<file path="src/rtl/serial_nibble_adder_ctrl_if.sv">
// Handshake and operand/result bundle between a host (or switch/LED wrapper)
// and the serial nibble adder controller.
interface serial_nibble_adder_ctrl_if #(
    parameter int unsigned WIDTH = 16
) ();
    logic             start;
    logic             sub;
    logic [WIDTH-1:0] a;
    logic [WIDTH-1:0] b;
    logic             busy;
    logic             done;
    logic [WIDTH-1:0] sum;
    logic             c_out;
    logic             overflow;

    modport master (
        output start, sub, a, b,
        input  busy, done, sum, c_out, overflow
    );

    modport slave (
        input  start, sub, a, b,
        output busy, done, sum, c_out, overflow
    );
endinterface

</file>
<file path="src/rtl/serial_nibble_adder_ctrl.sv">
// Adds or subtracts two WIDTH-bit operands one nibble per clock through a single
// 4-bit ripple-carry slice, LSB nibble first, with a start/busy/done handshake.
module serial_nibble_adder_ctrl #(
    parameter int unsigned WIDTH = 16
) (
    input  logic                       clock,
    input  logic                       reset,
    serial_nibble_adder_ctrl_if.slave  bus
);
    localparam int unsigned NIB   = WIDTH / 4;
    localparam int unsigned IDX_W = (NIB > 1) ? $clog2(NIB) : 1;
    localparam int unsigned SH_W  = IDX_W + 2;
    localparam logic [IDX_W-1:0] IDX_LAST = IDX_W'(NIB - 1);

    generate
        if ((WIDTH < 4) || ((WIDTH % 4) != 0)) begin : g_bad_width
            $error("serial_nibble_adder_ctrl: WIDTH must be a multiple of 4 and >= 4");
        end
    endgenerate

    typedef enum logic [1:0] {
        S_IDLE = 2'd0,
        S_RUN  = 2'd1,
        S_DONE = 2'd2
    } state_t;

    state_t state_q;
    state_t state_d;

    logic [WIDTH-1:0] op_a_q;
    logic [WIDTH-1:0] op_b_q;
    logic [WIDTH-1:0] work_q;
    logic [IDX_W-1:0] idx_q;
    logic             carry_q;
    logic [WIDTH-1:0] sum_q;
    logic             c_out_q;
    logic             overflow_q;
    logic             busy_q;
    logic             done_q;

    logic             busy_d;
    logic             done_d;
    logic             last_nib;
    logic [SH_W-1:0]  nib_sh;
    logic [3:0]       sl_a;
    logic [3:0]       sl_b;
    logic [3:0]       sl_s;
    logic             sl_c;
    logic             rc;
    logic [WIDTH-1:0] work_nxt;

    assign last_nib = (idx_q == IDX_LAST);
    assign nib_sh   = {idx_q, 2'b00};

    // 4-bit ripple-carry slice fed with the current operand nibbles and held carry
    always_comb begin
        sl_a = 4'(op_a_q >> nib_sh);
        sl_b = 4'(op_b_q >> nib_sh);
        sl_s = 4'h0;
        rc   = carry_q;
        for (int i = 0; i < 4; i++) begin
            sl_s[i] = sl_a[i] ^ sl_b[i] ^ rc;
            rc      = (sl_a[i] & sl_b[i]) | (rc & (sl_a[i] ^ sl_b[i]));
        end
        sl_c = rc;
    end

    // Merge the fresh slice nibble into the partial result
    assign work_nxt = (work_q & ~(WIDTH'(4'hF) << nib_sh)) | (WIDTH'(sl_s) << nib_sh);

    always_ff @(posedge clock) begin
        if (reset) begin
            state_q <= S_IDLE;
        end else begin
            state_q <= state_d;
        end
    end

    always_comb begin
        state_d = state_q;
        case (state_q)
            S_IDLE:  if (bus.start) state_d = S_RUN;
            S_RUN:   if (last_nib)  state_d = S_DONE;
            S_DONE:  state_d = S_IDLE;
            default: state_d = S_IDLE;
        endcase
    end

    // Handshake flags are registered from the next state so they line up with it
    always_comb begin
        busy_d = 1'b0;
        done_d = 1'b0;
        case (state_d)
            S_RUN:   busy_d = 1'b1;
            S_DONE:  done_d = 1'b1;
            default: ;
        endcase
    end

    always_ff @(posedge clock) begin
        if (reset) begin
            op_a_q     <= '0;
            op_b_q     <= '0;
            work_q     <= '0;
            idx_q      <= '0;
            carry_q    <= 1'b0;
            sum_q      <= '0;
            c_out_q    <= 1'b0;
            overflow_q <= 1'b0;
            busy_q     <= 1'b0;
            done_q     <= 1'b0;
        end else begin
            busy_q <= busy_d;
            done_q <= done_d;
            case (state_q)
                S_IDLE: begin
                    if (bus.start) begin
                        // Subtraction is a + ~b + 1, the +1 entering as the initial carry
                        op_a_q  <= bus.a;
                        op_b_q  <= bus.sub ? ~bus.b : bus.b;
                        carry_q <= bus.sub;
                        idx_q   <= '0;
                        work_q  <= '0;
                    end
                end
                S_RUN: begin
                    work_q  <= work_nxt;
                    carry_q <= sl_c;
                    idx_q   <= idx_q + IDX_W'(1);
                    if (last_nib) begin
                        sum_q      <= work_nxt;
                        c_out_q    <= sl_c;
                        overflow_q <= sl_c ^ (op_a_q[WIDTH-1] ^ op_b_q[WIDTH-1] ^ sl_s[3]);
                    end
                end
                default: ;
            endcase
        end
    end

    assign bus.busy     = busy_q;
    assign bus.done     = done_q;
    assign bus.sum      = sum_q;
    assign bus.c_out    = c_out_q;
    assign bus.overflow = overflow_q;
endmodule
</file>
<file path="src/flat_wrapper.sv">
// flat-port wrapper written by rule: the top's interface ports become plain ports
module serial_nibble_adder_ctrl_flat 
#(
    parameter int unsigned WIDTH = 16
)
  (clock, reset, bus_start, bus_sub, bus_a, bus_b, bus_busy, bus_done, bus_sum, bus_c_out, bus_overflow);
  serial_nibble_adder_ctrl_if #(.WIDTH(WIDTH)) bus_i ();
  input  logic clock;
  input  logic reset;
  input wire logic [$bits(bus_i.start)-1:0] bus_start;
  input wire logic [$bits(bus_i.sub)-1:0] bus_sub;
  input wire logic [$bits(bus_i.a)-1:0] bus_a;
  input wire logic [$bits(bus_i.b)-1:0] bus_b;
  output wire logic [$bits(bus_i.busy)-1:0] bus_busy;
  output wire logic [$bits(bus_i.done)-1:0] bus_done;
  output wire logic [$bits(bus_i.sum)-1:0] bus_sum;
  output wire logic [$bits(bus_i.c_out)-1:0] bus_c_out;
  output wire logic [$bits(bus_i.overflow)-1:0] bus_overflow;
  assign bus_i.start = bus_start;
  assign bus_i.sub = bus_sub;
  assign bus_i.a = bus_a;
  assign bus_i.b = bus_b;
  assign bus_busy = bus_i.busy;
  assign bus_done = bus_i.done;
  assign bus_sum = bus_i.sum;
  assign bus_c_out = bus_i.c_out;
  assign bus_overflow = bus_i.overflow;
  serial_nibble_adder_ctrl #(.WIDTH(WIDTH)) u_core (.clock(clock), .reset(reset), .bus(bus_i));
endmodule
</file>
<file path="config.mk">
export PLATFORM = sky130hd
export DESIGN_NAME = serial_nibble_adder_ctrl_flat
export DESIGN_NICKNAME = d
export VERILOG_FILES = /design/src/rtl/serial_nibble_adder_ctrl_if.sv /design/src/rtl/serial_nibble_adder_ctrl.sv /design/src/flat_wrapper.sv
export SDC_FILE = /design/constraint.sdc
export NUM_CORES = 1
export LEC_CHECK = 0
export BUFFER_PORTS_ARGS = -buffer_cell sky130_fd_sc_hd__buf_2
export CORE_UTILIZATION = 40
export CTS_BUF_LIST = sky130_fd_sc_hd__clkbuf_16
export CTS_CLUSTER_SIZE = 10
export DETAILED_ROUTE_END_ITERATION = 8
export GPL_TIMING_DRIVEN = 0
export MAX_ROUTING_LAYER = met4
export PLACE_DENSITY = 0.57
export RECOVER_POWER = 50
export SYNTH_ARGS = -nofsm -noshare
export SYNTH_HDL_FRONTEND = slang
export SYNTH_SLANG_ARGS = --single-unit
</file>
<file path="constraint.sdc">
create_clock -name clock -period 3.4 [get_ports clock]
set_input_delay 0.51 -clock clock [delete_from_list [all_inputs] [get_ports clock]]
set_output_delay 0.51 -clock clock [all_outputs]
set_load 0.005 [all_outputs]
</file>
* Yosys cells after proc, flatten, opt, wreduce, memory -nomap -nowiden
Cells that the tools add are included.
** Storage, ports and cells
- Logic and storage cells :: 65
- Input port bits :: 36
- Flip-flop bits (word level) :: 73
- Output and inout port bits :: 20
** Cells by class
- Reduce and logical (&&, ||, !) cells :: 5
- Eq/ne operators :: 5
- Shifts and indexed selects :: 4
- Bitwise logic cells :: 27
- Add/sub/neg operators :: 1
- Mux-type cells :: 12
** Operator list (count)
- 16-bit 2-to-1 mux :: 2
- 16-bit NOT :: 2
- 16-bit one-hot mux with 2 select lines :: 1
- 16-bit by 4-bit >> shifter with 4-bit output :: 2
- 16-bit bitwise AND :: 1
- 16-bit bitwise OR :: 1
- 4-bit by 4-bit left shift with 16-bit output :: 1
- 4-bit by 4-bit left shift with 16-bit output, first input constant :: 1
- 1-bit bitwise XOR :: 11
- 1-bit bitwise AND :: 8
- 2-bit one-hot mux with 2 select lines :: 2
- 2-bit 2-to-1 mux :: 3
- 2-bit AND reduction :: 3
- 2-bit by 1-bit equality test with 1-bit output, second input constant :: 2
- 2-bit equality test, second input constant :: 2
- 1-bit bitwise OR :: 4
- 1-bit 2-to-1 mux :: 3
- 2-bit by 1-bit adder with 2-bit output, second input constant :: 1
- 2-bit logical NOT :: 1
- 2-bit inequality test, second input constant :: 1
- 1-bit one-hot mux with 2 select lines :: 1
- 2-bit nonzero test :: 1

* Depth between registers and ports, before layout
Gate-level depths: netlist of the first run.
- Depth in word-level cells :: 12
- Mapped depth :: 14

* Least setup slack after synthesis of the first run
Ideal clock, no wire load.
- Kind :: register to register
- From :: reg u_core.idx_q[1]
- To :: reg u_core.overflow_q (netlist: u_core.bus.overflow)
- Buffers on the path :: 2
- Setup slack :: 0.393 ns
- Setup time :: 0.086 ns
- Stages on the path, launching flop included :: 15
- Arrival :: 2.921 ns
- Clock period less this slack :: 3.007 ns
- Cells stage by stage :: dfxtp_1 -> buf_2 -> buf_2 -> mux4_2 -> inv_1 -> fa_1 -> inv_1 -> fa_1 -> inv_1 -> fa_1 -> inv_1 -> fa_1 -> xnor2_1 -> xnor2_1 -> a211oi_1
** Between the ends
- Longest elaborated chain between the ends :: 11
- Elaborated cells on any way between the ends :: 23
** RTL lines
- start, declared :: line serial_nibble_adder_ctrl.sv:33 : logic [IDX_W-1:0] idx_q;
- start signal, assigned :: line serial_nibble_adder_ctrl.sv:129 : idx_q <= idx_q + IDX_W'(1);
- 16-bit by 4-bit >> shifter with 4-bit output (on tied branches) :: line serial_nibble_adder_ctrl.sv:57, serial_nibble_adder_ctrl.sv:58
- 1-bit bitwise XOR :: line serial_nibble_adder_ctrl.sv:63 : rc = (sl_a[i] & sl_b[i]) | (rc & (sl_a[i] ^ sl_b[i]));
- 1-bit bitwise AND :: line serial_nibble_adder_ctrl.sv:63
- 1-bit bitwise OR :: line serial_nibble_adder_ctrl.sv:63
- 1-bit bitwise AND :: line serial_nibble_adder_ctrl.sv:63
- 1-bit bitwise OR :: line serial_nibble_adder_ctrl.sv:63
- 1-bit bitwise AND :: line serial_nibble_adder_ctrl.sv:63
- 1-bit bitwise OR :: line serial_nibble_adder_ctrl.sv:63
- 1-bit bitwise AND or 1-bit bitwise XOR (tied branches) :: line serial_nibble_adder_ctrl.sv:63, serial_nibble_adder_ctrl.sv:62
- 1-bit bitwise OR or 1-bit bitwise XOR (tied branches) :: line serial_nibble_adder_ctrl.sv:63, serial_nibble_adder_ctrl.sv:133
- 1-bit bitwise XOR :: line serial_nibble_adder_ctrl.sv:133 : overflow_q <= sl_c ^ (op_a_q[WIDTH-1] ^ op_b_q[WIDTH-1] ^ sl_s[3]);
- end signal, assigned :: line serial_nibble_adder_ctrl.sv:133
- end, declared :: line serial_nibble_adder_ctrl.sv:37 : logic overflow_q;
Several ways; a longest one is shown, not always the timed one.
A chain may end at the register's enable or synchronous reset.

* Final worst setup path of the first run
- From :: reg u_core.idx_q[0]
- To :: reg u_core.work_q[3]
** Between the ends
- Longest elaborated chain between the ends :: 12
- Elaborated cells on any way between the ends :: 22
** RTL lines
- 16-bit by 4-bit >> shifter with 4-bit output (on tied branches) :: line serial_nibble_adder_ctrl.sv:57, serial_nibble_adder_ctrl.sv:58
- 1-bit bitwise XOR :: line serial_nibble_adder_ctrl.sv:63
- 1-bit bitwise AND :: line serial_nibble_adder_ctrl.sv:63
- 1-bit bitwise OR :: line serial_nibble_adder_ctrl.sv:63
- 1-bit bitwise AND :: line serial_nibble_adder_ctrl.sv:63
- 1-bit bitwise OR :: line serial_nibble_adder_ctrl.sv:63
- 1-bit bitwise AND :: line serial_nibble_adder_ctrl.sv:63
- 1-bit bitwise OR :: line serial_nibble_adder_ctrl.sv:63
- 1-bit bitwise XOR :: line serial_nibble_adder_ctrl.sv:62 : sl_s[i] = sl_a[i] ^ sl_b[i] ^ rc;
- 4-bit by 4-bit left shift with 16-bit output :: line serial_nibble_adder_ctrl.sv:69 : assign work_nxt = (work_q & ~(WIDTH'(4'hF) << nib_sh)) | (WIDTH'(sl_s) << nib_sh);
- 16-bit bitwise OR * :: line serial_nibble_adder_ctrl.sv:69
- 16-bit one-hot mux with 2 select lines * :: line serial_nibble_adder_ctrl.sv:115 : case (state_q)
- end signal, assigned :: line serial_nibble_adder_ctrl.sv:127 : work_q <= work_nxt;
- end, declared :: line serial_nibble_adder_ctrl.sv:32 : logic [WIDTH-1:0] work_q;
Mark *: on every way between the ends. The rest lies on a longest branch, timed or not.

==> results by group, run 1 <==
Global route
  • Vias in the first global route: 2561
  • First-pass GRT wire length: 12800 um
  • Total grt overflow: 0
  • Pin count of the biggest net entering global routing: 11
  • Initial antenna violation count: 0
  • GRT Util Overall: 0.204

Logic synthesis
  • Most used DFF post-synth: dfxtp_1
  • Seq/Total Area, Yosys: 0.433
  • Synth warn: 0
  • Area leader, netlist: dfxtp_1
  • Number of flops mapped to enable cells by yosys: 0
  • Synth top area share: 0.433
  • Top post-synthesis cells by area: dfxtp_1, nand2_1, mux4_2
  • Post-Syn Area: 3190 um2
  • Async set or reset register ratio after synthesis: 0
  • Mean Syn Cell Area: 8.88 um2
  • Post-Synthesis Cells: 359
  • Syn nets: 403
  • Synth unique cells: 32
  • Synthesized flop and latch total: 69

Power and ir drop
  • Total internal power: 1.52 mW
  • Switching share of power: 0.246
  • Sequential share of power: 0.431
  • Clock power frac: 0.430
  • Peak supply drop: 0.000282 V
  • P_sw: 495 uW
  • PD cells: 526 nW/um2
  • Comb power frac: 0.139
  • Final Power: 2.01 mW
  • LEAKAGE: 1.51 nW

Worst setup path
  • CP Class: register to register
  • R2r setup slk: 190 ps
  • Most Frequent Cell on Critical Path: inv_1
  • Setup crit start kind: register
  • R2r worst-path depth: 13
  • Worst setup EP type: register
  • CP Cell Sequence: buf_6, mux4_2, inv_1, fa_1, inv_1, fa_1, inv_1, fa_1, inv_1, fa_2, nor3b_2, o21ai_0, a21oi_1
  • Worst r2r src: u_core.idx_q[0]$_SDFFE_PP0P_
  • WP data required: 3650 ps
  • Largest fanout on the critical path: 10
  • Biggest cell delay along the critical path: 580 ps
  • Crit-path slowest cell: fa_2
  • Worst reg2reg path endpoint: u_core.work_q[3]$_SDFFE_PP0P_
  • Worst EP arrival: 3460 ps

Place
  • Final GP Congestion: 0.771
  • Post-DP HPWL: 5430 um
  • Port Buf Inserts: 53
  • DP Area: 3580 um2

Cells and area
  • Final antenna diode count: 0
  • Final net count: 467
  • Fin util: 0.495
  • Register area: 1380 um2
  • Area Growth Syn to Fin: 20.1%
  • Multi-input logic area: 1570 um2
  • Layout fillers: 789
  • Leading cell type in the layout, fill and taps excluded: dfxtp_1
  • Share of post-route cells with drive strength above 1: 0.207
  • Commonest non-fill, non-tap cells in the layout: dfxtp_1, buf_2, nand2_1
  • Post-layout instance area: 3830 um2

Hold path
  • Hold Path Depth: 3
  • Worst min-delay path class: input port to register
  • Min-delay src: bus_a[7]
  • Hold-critical path endpoint: u_core.op_a_q[7]$_SDFFE_PP0P_

Timing
  • Final hold viol count: 0
  • Worst Skew: 3.79 ps
  • F_max: 0.312 GHz
  • RSZ-0062 raised after global routing: no
  • Period utilization: 0.943
  • Slew headroom: 0.639
  • Slew Viols, Final: 0
  • Final Setup Violations: 0
  • Tmin final: 3210 ps
  • Slew of the pin with the lowest slew margin: 541 ps

CTS
  • Clock-pin transition on the worst setup and hold timing paths: 50 ps
  • Htree depth: 3
  • CTS tree: built
  • Post-CTS Repair Setup Buffers: 0
  • Cts bufs inserted: 9
  • Worst-Skew Late Latency: 330 ps
  • Clk Tree Root Cell: clkbuf_16
  • CTS sink count: 69
  • Clk buf depth: 2

Die
  • Die Wd: 91.3 um
  • # IOs: 56
  • Core area: 7730 um2
  • Initial Utilization: 0.413
  • Row count: 32
  • Die Ht: 91.3 um
  • Die area: 8330 um2

Drt
  • Antenna-violating nets left: 0
  • Wire length per cell: 14.4 um
  • DRT iter0 DRCs: 88
  • DRC errors left: 0
  • DR vias: 2653
  • WL final: 7610 um
  • Via-to-Cell Ratio: 5.02
  • TritonRoute pass-1 iters: 4

Outcome
  • Outcome: completed

Run
  • Max-cap viol count: 0
## through the flow
stage | hold slack, ps | TNS, ps | instances | worst slack [ps]
final | 418 | 0 | 528 | 193
after global routing | 426 | 0 | 528 | 6.27
after CTS | 413 | 0 | 528 | 54.2
after detailed placement | 444 | -16.6 | 514 | -16.6
after global placement | 433 | -4.93 | 514 | -4.93
after floorplan | 427 | 0 | 359 | 393
## Yosys cell counts (2+ instances only)
library cell,instances
buf_2,12
clkbuf_1,7
a211oi_1,19
mux4_2,8
nor2b_1,12
inv_1,10
xnor2_1,19
or3_1,2
ha_1,4
nand2_1,51
nor3b_1,6
nor2_1,34
buf_4,6
buf_6,5
nor3_1,26
o21ai_0,12
and3b_1,5
nand4_1,2
dfxtp_1,69
fa_1,4
a21oi_1,35
## sequential cells by signal, indices dropped and copies added (netlist names)
name and cells:
u_core.bus.sum 16, u_core.op_a_q 16, u_core.op_b_q 16, u_core.work_q 12
u_core.idx_q 2, u_core.state_q 2, u_core.bus.busy 1, u_core.bus.c_out 1
u_core.bus.done 1, u_core.bus.overflow 1, u_core.carry_q 1
## routing by layer
layer  share of wire  track usage  wire length, um
met1            0.47        0.248             3550
met2            0.48        0.337             3620
met3           0.044       0.0427              332
met4           0.015       0.0701              112
met5               0            -                0
## cells by family (layout without fill, tap and decap cells)
| group | count (synthesis) | after routing | synth area share |
|---|---|---|---|
| buffers and inverters | 42 | 109 | 0.0742 |
| xor gates and xnor gates | 19 | 19 | 0.0522 |
| muxes | 9 | 9 | 0.0597 |
| and+or+nand+nor | 143 | 143 | 0.213 |
| DFF | 69 | 69 | 0.433 |
| adders and majority gates | 8 | 8 | 0.0408 |
| AOI/OAI and AO/OA | 69 | 69 | 0.126 |
## what timing repair did
item | in CTS | in global routing
pin swaps | 0 | 0
cloned | 0 | 0
hold buffers | 0 | 0
setup endpoints to repair | 1 | 7
hold endpoints to repair | 0 | 0
gates resized for setup | 1 | 6
## final cells by class
| class | instances | share of cell area |
|---|---|---|
| Multi-Input combinational cell | 248 | 0.411 |
| Tap cell | 102 | 0.0333 |
| Buffer | 32 | 0.0461 |
| Clock inverter | 5 | 0.0118 |
| Timing Repair Buffer | 53 | 0.0683 |
| Inverter | 10 | 0.00981 |
| Sequential cell | 69 | 0.361 |
| Clock buffer | 9 | 0.0588 |
## worst max-delay path, delay by kind of cell, from the launching register on
kind / cells / cell delay [ps]
muxes: 1 / 510
adders and majority gates: 4 / 1270
DFF: 1 / 380
AOI/OAI and AO/OA: 2 / 280
and+or+nand+nor: 1 / 210
buffers and inverters: 5 / 490
## power groups by stage
stage | combinational, mW | sequential [mW] | clock, mW
after detailed placement | 0.285 | 0.885 | 0
final | 0.280 | 0.868 | 0.867
after floorplan | 0.204 | 0.879 | 0
after global routing | 0.311 | 0.871 | 0.911
after CTS | 0.287 | 0.868 | 0.883
after global placement | 0.282 | 0.883 | 0
## worst max path at each step
stage	startpoint	to	cells past startpoint	slack (ps)
after floorplan	u_core.idx_q[1]$_SDFFE_PP0P_	u_core.bus.overflow$_SDFFE_PP0P_	14	390
after detailed placement	u_core.idx_q[1]$_SDFFE_PP0P_	u_core.bus.sum[11]$_SDFFE_PP0P_	14	-20
after global routing	u_core.idx_q[1]$_SDFFE_PP0P_	u_core.bus.sum[11]$_SDFFE_PP0P_	14	6
after CTS	u_core.idx_q[1]$_SDFFE_PP0P_	u_core.bus.sum[11]$_SDFFE_PP0P_	14	50
final	u_core.idx_q[0]$_SDFFE_PP0P_	u_core.work_q[3]$_SDFFE_PP0P_	13	190
after global placement	u_core.idx_q[1]$_SDFFE_PP0P_	u_core.bus.sum[11]$_SDFFE_PP0P_	14	-5
Power figures use the tool's default switching activity.
==> run 2, diff against run 1 <==
--- a/config.mk
+++ b/config.mk
@@ -5,7 +5,7 @@
 export SDC_FILE = /design/constraint.sdc
 export NUM_CORES = 1
 export LEC_CHECK = 0
-export BUFFER_PORTS_ARGS = -buffer_cell sky130_fd_sc_hd__buf_2
+export BUFFER_PORTS_ARGS = -buffer_cell sky130_fd_sc_hd__buf_4
 export CORE_UTILIZATION = 40
 export CTS_BUF_LIST = sky130_fd_sc_hd__clkbuf_16
 export CTS_CLUSTER_SIZE = 10
==> run 2 against run 1 <==
Clock-buffer cell count did not move. Critical endpoint is now u_core.work_q[7]$_SDFFE_PP0P_. First-iteration DRC count rose by 5.7%. Highest routed layer unchanged. Clock power is 5.3% lower. Via count decreased by 0.23%.
==> results by group, run 2 (synthesized netlist as in run 1, its figures left out) <==
Global route
  • First-pass GRT wire length: 12900 um (+1.0%)
  • Total grt overflow: 0 (unchanged)
  • Vias in the first global route: 2530 (-1.2%)
  • GRT Util Overall: 0.207 (+0.00275)
  • Pin count of the biggest net entering global routing: 12 (+1)
  • Initial antenna violation count: 0 (unchanged)

Hold path
  • Min-delay src: bus_a[1]
  • Hold-critical path endpoint: u_core.op_a_q[1]$_SDFFE_PP0P_
  • Worst min-delay path class: input port to register
  • Hold Path Depth: 3 (unchanged)

CTS
  • Htree depth: 3 (unchanged)
  • Worst-Skew Late Latency: 330 ps (about the same)
  • CTS tree: built
  • Clk Tree Root Cell: clkbuf_16
  • Clock-pin transition on the worst setup and hold timing paths: 60 ps (about the same)
  • Clk buf depth: 2 (unchanged)
  • Post-CTS Repair Setup Buffers: 0 (unchanged)
  • CTS sink count: 69 (unchanged)
  • Cts bufs inserted: 9 (unchanged)

Cells and area
  • Layout fillers: 758 (-3.9%)
  • Area Growth Syn to Fin: 24.8%
  • Final antenna diode count: 0 (unchanged)
  • Register area: 1380 um2 (unchanged)
  • Multi-input logic area: 1590 um2 (+1.2%)
  • Final net count: 467 (unchanged)
  • Leading cell type in the layout, fill and taps excluded: dfxtp_1
  • Share of post-route cells with drive strength above 1: 0.231 (+0.0247)
  • Commonest non-fill, non-tap cells in the layout: dfxtp_1, nand2_1, buf_4
  • Finished Layout Cells: 530 (+0.38%)

Timing
  • Slew headroom: 0.644 (+0.00421)
  • Slew of the pin with the lowest slew margin: 535 ps (-6.32 ps)
  • Final hold viol count: 0 (unchanged)
  • Tmin final: 3250 ps (+42.0 ps)
  • Period utilization: 0.955 (+0.0124)
  • Worst Skew: 6.62 ps (+2.82 ps)
  • F_max: 0.308 GHz (-1.3%)
  • Slew Viols, Final: 0 (unchanged)
  • Final Setup Violations: 0 (unchanged)

Drt
  • DRC errors left: 0 (unchanged)
  • Antenna-violating nets left: 0 (unchanged)
  • DR vias: 2647 (-0.23%)
  • TritonRoute pass-1 iters: 4 (unchanged)
  • Wire length per cell: 14.6 um (+1.3%)
  • Via-to-Cell Ratio: 4.99 (-0.60%)
  • WL final: 7740 um (+1.7%)
  • DRT iter0 DRCs: 93 (+5.7%)

Die
  • Die Wd: 91.3 um (unchanged)
  • Row count: 32 (unchanged)
  • Die area: 8330 um2 (unchanged)
  • Core area: 7730 um2 (unchanged)
  • # IOs: 56 (unchanged)
  • Initial Utilization: 0.413 (unchanged)
  • Die Ht: 91.3 um (unchanged)

Power and ir drop
  • LEAKAGE: 1.54 nW (+2.5%)
  • Final Power: 1.99 mW (-1.5%)
  • PD cells: 499 nW/um2 (-5.3%)
  • Peak supply drop: 0.000295 V (+4.7%)

Run
  • Max-cap viol count: 0 (unchanged)

Place
  • Port Buf Inserts: 53 (unchanged)
  • Final GP Congestion: 0.790 (+2.5%)
  • Post-DP HPWL: 5470 um (+0.90%)
  • Cells after DPL: 514 (unchanged)

Worst setup path
  • WP data required: 3590 ps (-60 ps)
  • Largest fanout on the critical path: 10 (unchanged)
  • R2r worst-path depth: 14 (+1)
  • Worst reg2reg path endpoint: u_core.work_q[7]$_SDFFE_PP0P_
  • Worst setup EP type: register
  • Worst EP arrival: 3440 ps (-20 ps)
  • CP Class: register to register
  • Setup crit start kind: register
  • CP Cell Sequence: buf_4, buf_6, mux4_2, inv_1, fa_1, inv_1, fa_1, inv_1, fa_1, inv_1, fa_1, and3b_1, o21ai_0, a21oi_1
  • R2r setup slk: 150 ps (-40 ps)
  • Worst r2r src: u_core.idx_q[1]$_SDFFE_PP0P_
  • Crit-path slowest cell: fa_1
  • Biggest cell delay along the critical path: 500 ps (-80 ps)

Outcome
  • Outcome: completed
run 2: worst max-delay path, delay by kind of cell (launching register included):
| family | cells | cell delay (ps) |
|---|---|---|
| AND/OR/NAND/NOR | 1 | 240 |
| multiplexers | 1 | 190 |
| adder cells (fa/ha/maj) | 4 | 1410 |
| buffers and inverters | 6 | 630 |
| AO/OA/AOI/OAI | 2 | 270 |
| flip-flops | 1 | 360 |
run 2: area by class of cell:
type	instances	area share
sequential	69	0.347
timing repair buffer	53	0.100
multi-input combinational	248	0.400
inverter	10	0.00943
tap	102	0.0321
buffer	32	0.0462
clock buffer	9	0.0566
clock inverter	7	0.00880
run 2: worst max-delay path by stage:
stage                     depth (start not counted)  slack [ps]                               end                          from
after CTS                                        14          20   u_core.bus.sum[11]$_SDFFE_PP0P_  u_core.idx_q[1]$_SDFFE_PP0P_
after detailed placement                         14         -60   u_core.bus.sum[11]$_SDFFE_PP0P_  u_core.idx_q[1]$_SDFFE_PP0P_
after global placement                           14         -40   u_core.bus.sum[11]$_SDFFE_PP0P_  u_core.idx_q[1]$_SDFFE_PP0P_
after floorplan                                  14         390  u_core.bus.overflow$_SDFFE_PP0P_  u_core.idx_q[1]$_SDFFE_PP0P_
final                                            14         150     u_core.work_q[7]$_SDFFE_PP0P_  u_core.idx_q[1]$_SDFFE_PP0P_
after global routing                             13        -0.2     u_core.work_q[3]$_SDFFE_PP0P_  u_core.idx_q[0]$_SDFFE_PP0P_
run 2: timing repair:
item / 4_1_cts / 5_1_grt
gates cloned: 0 / 0
endpoints found under the setup margin: 3 / 7
gates resized for setup: 1 / 9
hold buffers: 0 / 0
run 2: stage by stage:
step	utilization	area (um2)	setup WS [ps]	hold WS, ps	TNS, ps
floorplan	-	3190	393	427	0
global placement	0.481	3710	-44.9	433	-44.9
detailed placement	0.481	3710	-55.4	441	-64.4
CTS	0.515	3980	18.2	426	0
global route	0.515	3980	-0.158	435	-0.158
finish	0.515	3980	151	428	0
run 2: layer usage:
metal  global-route usage  wire length [um]  vias to the layer above
met4               0.0675                92                        0
met3               0.0444               344                        8
met5                    -                 0                        -
met2                0.334              3750                       67
li1                     -                 -                     1345
met1                0.259              3550                     1227
run 2: power breakdown:
group / total, mW / internal, mW / switching [mW]
logic: 0.297 / 0.137 / 0.160
clock network: 0.821 / 0.482 / 0.339
registers: 0.867 / 0.848 / 0.0192
total: 1.99 / 1.47 / 0.518
